File: config.mk
export PLATFORM = sky130hd
export DESIGN_NAME = regfile_write_arbiter_flat
export DESIGN_NICKNAME = d
export VERILOG_FILES = /design/src/rtl/regfile_write_arbiter_if.sv /design/src/rtl/regfile_write_arbiter.sv /design/src/flat_wrapper.sv
export SDC_FILE = /design/constraint.sdc
export NUM_CORES = 1
export LEC_CHECK = 0
export BUFFER_PORTS_ARGS = -buffer_cell sky130_fd_sc_hd__buf_2
export CELL_PAD_IN_SITES_DETAIL_PLACEMENT = 0
export CELL_PAD_IN_SITES_GLOBAL_PLACEMENT = 1
export CORE_MARGIN = 3
export CORE_UTILIZATION = 25
export DETAILED_ROUTE_END_ITERATION = 10
export GPL_TIMING_DRIVEN = 0
export PLACE_DENSITY_LB_ADDON = 0.1
export SETUP_SLACK_MARGIN = 0.2
export SYNTH_ARGS = -nofsm -noshare
export SYNTH_HDL_FRONTEND = slang
export SYNTH_SLANG_ARGS = --single-unit
File: constraint.sdc
create_clock -name clk -period 2.65 [get_ports clk]
set_input_delay 0.53 -clock clk [delete_from_list [all_inputs] [get_ports clk]]
set_output_delay 0.53 -clock clk [all_outputs]
set_load 0.02 [all_outputs]
File: src/rtl/regfile_write_arbiter_if.sv
// rtl/regfile_write_arbiter_if.sv - requester-side and register-file-side signals of the write arbiter
interface regfile_write_arbiter_if #(
    parameter int S = 2,
    parameter int N = 16,
    parameter int R = 3
);
    localparam int L = 2 ** S;

    logic           gwe;
    logic [L-1:0]   req;
    logic [L*R-1:0] wsel_in;
    logic [L*N-1:0] wdata_in;
    logic [L-1:0]   grant;
    logic [S-1:0]   grant_idx;
    logic           grant_valid;
    logic           rf_we;
    logic [R-1:0]   rf_wsel;
    logic [N-1:0]   rf_wdata;

    modport master (
        output gwe, req, wsel_in, wdata_in,
        input  grant, grant_idx, grant_valid, rf_we, rf_wsel, rf_wdata
    );

    modport slave (
        input  gwe, req, wsel_in, wdata_in,
        output grant, grant_idx, grant_valid, rf_we, rf_wsel, rf_wdata
    );
endinterface

File: src/rtl/regfile_write_arbiter.sv
// rtl/regfile_write_arbiter.sv - round-robin owner of the register-file write port with bounded bursts
module regfile_write_arbiter #(
    parameter int S         = 2,
    parameter int N         = 16,
    parameter int R         = 3,
    parameter int MAX_BURST = 4
) (
    input  logic                  clk,
    input  logic                  rst,
    regfile_write_arbiter_if.slave bus
);
    localparam int L  = 2 ** S;
    localparam int CW = (MAX_BURST > 1) ? $clog2(MAX_BURST) : 1;

    typedef enum logic {IDLE, OWNED} state_t;

    state_t        state_q, state_d;
    logic [S-1:0]  owner_q, owner_d;
    logic [S-1:0]  ptr_q, ptr_d;
    logic [CW-1:0] cnt_q, cnt_d;

    logic          own_req;
    logic          cnt_last;
    logic [L-1:0]  others;
    logic [S-1:0]  pick_ptr;
    logic [S-1:0]  pick_next;

    // First set bit of mask scanning start, start+1, ... with wrap.
    function automatic logic [S-1:0] rr_pick(input logic [L-1:0] mask, input logic [S-1:0] start);
        logic [S-1:0] idx;
        logic [S-1:0] res;
        logic         found;
        res   = start;
        found = 1'b0;
        for (int i = 0; i < L; i++) begin
            idx = start + S'(i);
            if (mask[idx] && !found) begin
                res   = idx;
                found = 1'b1;
            end
        end
        return res;
    endfunction

    assign own_req   = bus.req[owner_q];
    assign others    = bus.req & ~(L'(1) << owner_q);
    assign cnt_last  = (cnt_q == CW'(MAX_BURST - 1));
    assign pick_ptr  = rr_pick(bus.req, ptr_q);
    assign pick_next = rr_pick(others, owner_q + S'(1));

    always_ff @(posedge clk) begin
        if (rst) begin
            state_q <= IDLE;
            owner_q <= '0;
            ptr_q   <= '0;
            cnt_q   <= '0;
        end else begin
            state_q <= state_d;
            owner_q <= owner_d;
            ptr_q   <= ptr_d;
            cnt_q   <= cnt_d;
        end
    end

    always_comb begin
        state_d = state_q;
        owner_d = owner_q;
        ptr_d   = ptr_q;
        cnt_d   = cnt_q;
        if (bus.gwe) begin
            case (state_q)
                IDLE: begin
                    if (|bus.req) begin
                        state_d = OWNED;
                        owner_d = pick_ptr;
                        cnt_d   = '0;
                        ptr_d   = pick_ptr + S'(1);
                    end
                end
                OWNED: begin
                    if (!own_req) begin
                        // Owner released: hand over in the same edge, no dead cycle.
                        if (|others) begin
                            owner_d = pick_ptr;
                            cnt_d   = '0;
                            ptr_d   = pick_ptr + S'(1);
                        end else begin
                            state_d = IDLE;
                            cnt_d   = '0;
                        end
                    end else if (!cnt_last) begin
                        cnt_d = cnt_q + CW'(1);
                    end else if (|others) begin
                        owner_d = pick_next;
                        cnt_d   = '0;
                        ptr_d   = pick_next + S'(1);
                    end else begin
                        cnt_d = '0;
                    end
                end
                default: state_d = IDLE;
            endcase
        end
    end

    always_comb begin
        bus.grant_valid = (state_q == OWNED);
        bus.grant       = '0;
        bus.grant_idx   = '0;
        bus.rf_wsel     = '0;
        bus.rf_wdata    = '0;
        bus.rf_we       = 1'b0;
        if (state_q == OWNED) begin
            bus.grant     = L'(1) << owner_q;
            bus.grant_idx = owner_q;
            bus.rf_wsel   = bus.wsel_in[owner_q*R +: R];
            bus.rf_wdata  = bus.wdata_in[owner_q*N +: N];
            bus.rf_we     = own_req & bus.gwe;
        end
    end
endmodule

File: src/flat_wrapper.sv
// flat-port wrapper written by rule: the top's interface ports become plain ports
module regfile_write_arbiter_flat 
#(
    parameter int S         = 2,
    parameter int N         = 16,
    parameter int R         = 3,
    parameter int MAX_BURST = 4
)
  (clk, rst, bus_gwe, bus_req, bus_wsel_in, bus_wdata_in, bus_grant, bus_grant_idx, bus_grant_valid, bus_rf_we, bus_rf_wsel, bus_rf_wdata);
  regfile_write_arbiter_if #(.S(S), .N(N), .R(R)) bus_i ();
  input  logic clk;
  input  logic rst;
  input wire logic [$bits(bus_i.gwe)-1:0] bus_gwe;
  input wire logic [$bits(bus_i.req)-1:0] bus_req;
  input wire logic [$bits(bus_i.wsel_in)-1:0] bus_wsel_in;
  input wire logic [$bits(bus_i.wdata_in)-1:0] bus_wdata_in;
  output wire logic [$bits(bus_i.grant)-1:0] bus_grant;
  output wire logic [$bits(bus_i.grant_idx)-1:0] bus_grant_idx;
  output wire logic [$bits(bus_i.grant_valid)-1:0] bus_grant_valid;
  output wire logic [$bits(bus_i.rf_we)-1:0] bus_rf_we;
  output wire logic [$bits(bus_i.rf_wsel)-1:0] bus_rf_wsel;
  output wire logic [$bits(bus_i.rf_wdata)-1:0] bus_rf_wdata;
  assign bus_i.gwe = bus_gwe;
  assign bus_i.req = bus_req;
  assign bus_i.wsel_in = bus_wsel_in;
  assign bus_i.wdata_in = bus_wdata_in;
  assign bus_grant = bus_i.grant;
  assign bus_grant_idx = bus_i.grant_idx;
  assign bus_grant_valid = bus_i.grant_valid;
  assign bus_rf_we = bus_i.rf_we;
  assign bus_rf_wsel = bus_i.rf_wsel;
  assign bus_rf_wdata = bus_i.rf_wdata;
  regfile_write_arbiter #(.S(S), .N(N), .R(R), .MAX_BURST(MAX_BURST)) u_core (.clk(clk), .rst(rst), .bus(bus_i));
endmodule
* Word level (Yosys, flattened, before mapping)
Cells that the tools add are included.
W data, S select, Z words.
** Cells by class
- Multiply operators :: 1
- Magnitude comparators :: 9
- Div/mod/pow operators :: 0
- Add/subtract/negate cells :: 10
- Shifts and indexed selects :: 3
- Reductions and logical operators :: 16
- Eq/ne operators :: 5
- Mux-type cells :: 55
- Bitwise operators :: 4
** Operators with widths (count)
- $shiftx A64 B7 Y16 :: 1
- $mux W2 :: 20
- $lt A2 B3 Y1 const B :: 9
- $mux W1 :: 19
- $bmux W1 S2 :: 9
- $mux W16 :: 1
- $add A2 B1 Y2 const B :: 6
- $pmux W2 S2 :: 3
- $shiftx A12 B5 Y3 :: 1
- $ne A3 B3 Y1 const B :: 3
- $add A2 B2 Y2 const B :: 4
- $reduce_or A4 Y1 :: 2
- $logic_and A1 B1 Y1 :: 6
- $logic_not A1 Y1 :: 6
- $reduce_and A5 Y1 :: 1
- $and A4 B4 Y4 :: 1
- $mul A2 B2 Y4 const B :: 1
- $mux W4 :: 1
- $not A4 Y4 :: 1
- $shl A1 B2 Y4 const A :: 1
- $mux W3 :: 1
- $eq A2 B2 Y1 const B :: 1
- $ne A2 B1 Y1 const B :: 1
- $pmux W1 S2 :: 1
- other kinds (3) :: 3
** Word-level totals
- Register bits :: 7
- Output and inout bits :: 27
- RAM bits :: 0
- Bits in latches :: 0
- Input port bits :: 83
- Memories kept :: 0
- Logic and storage cells :: 107
- Memory bits (read-only) :: 0

* Depth between registers and ports, before layout
- Depth in word-level cells :: 20
- Mapped depth :: 10
- Gate-level depth less buffers :: 8

* Worst setup path after synthesis
No wires, ideal clock.
- Path kind :: reg-to-reg
- From :: reg u_core.owner_q[1]
- To :: reg u_core.ptr_q[0]
- Arrival time :: 2324 ps
- Clock period less this slack :: 2440 ps
- Cell stages (with the launch flop) :: 11
- Library setup time :: 116 ps
- Slack :: 210 ps
- Buffers on the path :: 2
- Cells stage by stage :: dfxtp_1 buf_2 inv_1 ha_1 clkbuf_1 mux2i_1 nor2_1 o31ai_1 nand2_1 mux2_2 a31o_2
** On the way
- Word-level cells in the longest chain between the ends :: 20
- Elaborated cells between the ends (all ways) :: 39
- Those cells by class :: add/sub: 5; eq/ne: 3; shift: 1; mux: 20; bitwise: 2; reduce/logical: 8
** RTL lines
- from (decl) :: RTL line regfile_write_arbiter.sv:18 : logic [S-1:0] owner_q, owner_d;
- from (signal assigned) :: RTL line regfile_write_arbiter.sv:59 : owner_q <= owner_d;
- parallel branches: the longest is 20 deep, another holds $add A2 B1 Y2
- to (signal assigned) :: RTL line regfile_write_arbiter.sv:60 : ptr_q <= ptr_d;
- to (decl) :: RTL line regfile_write_arbiter.sv:19 : logic [S-1:0] ptr_q, ptr_d;
Parallel ways; which one is timed is not known. The select of a mux whose other input is x is not followed.
A chain may end at the register's enable or synchronous reset.

* Worst setup path after layout
- From :: reg u_core.owner_q[0]
- To :: reg u_core.ptr_q[0]
The elaborated chain is that of the path after synthesis.

==> flow_metrics.tcl <==
set metrics [dict create \
    grt_overflow 0 \
    synthTopCellsByArea "mux4_2 32%, and2_1 11%, dfxtp_1 10%, ha_1 4.5%, a21oi_1 2.9%" \
    drc 0 \
    wl_per_cell_um 14.8 \
    finalNetCount 360 \
    fin_crit_ps 2380 \
    clkSinkCount 7 \
    yosys_warnings 0 \
    synth-main-ff-cell "dfxtp_1" \
    grt_pass1_vias 1574 \
    cts_tree "built" \
    fmax_ghz 0.420 \
    syn-num-nets 237 \
    globalRouteMet2Util_pct 26.2 \
    grt_use_total_pct 14.8 \
    synthMuxAreaShare_pct 36.3 \
    p_leak_uw 0.00104 \
    relSlewSlack_pct 50.6 \
    path_buf_inv 3 \
    dp_hpwl_mm 4.22 \
    synth_commonest_cells "25 x and2_1, 20 x mux4_2, 8 x a21oi_1, 8 x nand2_1" \
    worstPathMaxFanout 8 \
    ant_nets 0 \
    hold_viol_final 0 \
    use_met3_pct 3.48 \
    p_switching_uw 295 \
    status "finished clean" \
    cp_cell_sequence "buf_6 > clkinvlp_4 > ha_1 > buf_6 > mux2i_2 > nor2_1 > o31ai_1 > nand2_1 > mux2_4 > a31o_2" \
    required_ps 2760 \
    rows 26 \
    cts.clk_slew.worst_paths_ps 40 \
    finClkSkew_ps 0.294 \
    gp_congestion 0.751 \
    p_int_uw 510 \
    portBuffers 107 \
    cap_violations 0 \
    maxSlewViolCount 0 \
    synth.avg_cell_area_um2 9.30 \
    ys_ff_latch 7 \
    final_cells 341 \
    switching_share_pct 36.6 \
    busiest_layer "met2" \
    core_um2 5240 \
    critPathArrivalTime_ps 2490 \
    synthAdderAreaFrac_pct 4.51 \
    area_growth_pct 59.6 \
    cts-buffers-inserted 3 \
    synth_simple_gate_area_share_pct 24.9 \
    worstSetupEndpointType "register" \
    hold_buffers 0 \
    cts_root_buffer "clkbuf_8" \
    dieArea_um2 6470 \
    design_area_um2 2210 \
    fin_ws_ps 271 \
    place_ws_ps -222 \
    rsz0062_at_grt "false" \
    hp-class "reg2reg" \
    clkLatencyLatePin_ps 220 \
    placed_area_um2 2010 \
    synth_xor_area_share_pct 1.26 \
    dr.pass1.iters 4 \
    setup_violations 0 \
    dp_cells 326 \
    synth_top_area_cell "mux4_2" \
    drtIter0Drc 37 \
    antenna_cells 0 \
    crit_family "multiplexers" \
    htree_levels 1 \
    crit_top_cell "buf_6" \
    ys_types 44 \
    drive_gt1_share_pct 59.0 \
    die_h_um 80.5 \
    pwr-share-clk_pct 18.5 \
    via_per_inst 4.84 \
    irDropWorstVdd_uv 151 \
    hold_ws_ps 459 \
    io-pin-count 110 \
    fillers 543 \
    grt_max_degree 11 \
    antenna_found_initial 0 \
    seq_area_frac_synth_pct 10.1 \
    netlist_area_um2 1390 \
    vias 1651 \
    post-synth-top-count-cell "and2_1" \
    synth_compound_area_share_pct 16.0 \
    initial_core_util_pct 26.5 \
    start_kind "register" \
    period_share_pct 89.8 \
    p_comb_share_pct 65.2 \
    crit_path_top_delay_cell "dfxtp_2" \
    tightest_slew_ps 731 \
    seqPwrFrac_pct 16.3 \
    criticalPathCategory "reg2reg" \
    syn_inst 149 \
    synth_top_family_by_area "multiplexers" \
    slowest_delay_ps 330 \
    cts_buffer_depth 2 \
    die-width_um 80.5 \
    async_flop_share_pct 0 \
    yosysTopAreaCellShare_pct 32.5 \
    met1_usage_pct 18.4 \
    grt_pass1_wl_mm 7.65 \
    wl_mm 5.03 \
    regArea_um2 145 \
    synth-edff-count 0 \
    p_per_area_nw_per_um2 364 \
    multi_input_area_um2 1160 \
]
[per-layer routing]
metal / share of wire, % / wire length, um / vias to the layer above
met4: 1.1 / 53 / 0
met2: 47 / 2390 / 77
met1: 42 / 2110 / 757
li1: - / - / 813
met3: 9.6 / 484 / 4
met5: 0 / 0 / -
[what timing repair did]
| item | CTS | global route |
|---|---|---|
| endpoints found under the setup margin | 23 | 21 |
| pin swaps | 0 | 2 |
| gates cloned | 0 | 0 |
| buffers inserted | 0 | 11 |
| gates resized for setup | 15 | 10 |
[cell type report]
type	count	area share [%]
plain buffers	14	6.00
repair buffers	118	27.9
clock buffers	4	2.04
multi-input cells	122	52.3
well taps	70	3.96
flip-flops and latches	7	6.56
inverters	6	1.19
[sequential cells by signal, summed over array words and instances (netlist names)]
signal and count:
u_core.cnt_q 2, u_core.bus.grant_valid 1, u_core.ptr_q 2, u_core.owner_q 2
[tightest hold or removal path: stages (launching register included)]
cell	delay, ps
dfxtp_1	300
nand2_1	50
a21oi_1	50
[kinds of logic after synthesis]
family	after synthesis
DFF	7
adders and majority gates	5
buffers and inverters	20
AOI/OAI and AO/OA	30
and+or+nand+nor	60
muxes	25
xor gates and xnor gates	2
[power by group through the flow]
stage	sequential (uW)	combinational [uW]	clock [uW]
after floorplan	130	321	0
after global placement	133	461	0
after detailed placement	133	458	0
after CTS	133	477	154
after global routing	133	574	158
final	131	525	149
[worst paths after layout]
kind	slack, ps	start	depth (start not counted)	endpoint
worst max register to register	270	u_core.owner_q[0]	10	u_core.ptr_q[0]
worst max-delay path	270	u_core.owner_q[0]	10	u_core.ptr_q[0]
worst min register to register	460	u_core.cnt_q[1]	2	u_core.cnt_q[1]
worst min-delay path	460	u_core.cnt_q[1]	2	u_core.cnt_q[1]
[stage by stage]
step / TNS, ps / utilization (%) / power [uW]
floorplan: 0 / - / 451
global placement: -2010 / 38.4 / 595
detailed placement: -1880 / 38.4 / 592
CTS: 0 / 40.0 / 764
global route: 0 / 42.2 / 865
finish: 0 / 42.2 / 806
[cell usage in the layout, fill, tap and decap left out, drive strengths merged, types with 2 or more instances in the layout]
cell,count
buf,126
and2,26
mux4,20
clkbuf,10
nand2,8
a21oi,8
nor2,7
dfxtp,7
inv,5
o21ai,5
ha,5
nor2b,4
nand2b,3
mux2i,3
nor3,2
a22oi,2
o22ai,2
a211oi,2
nand3,2
mux2,2
(Power assumes the default switching activity.)
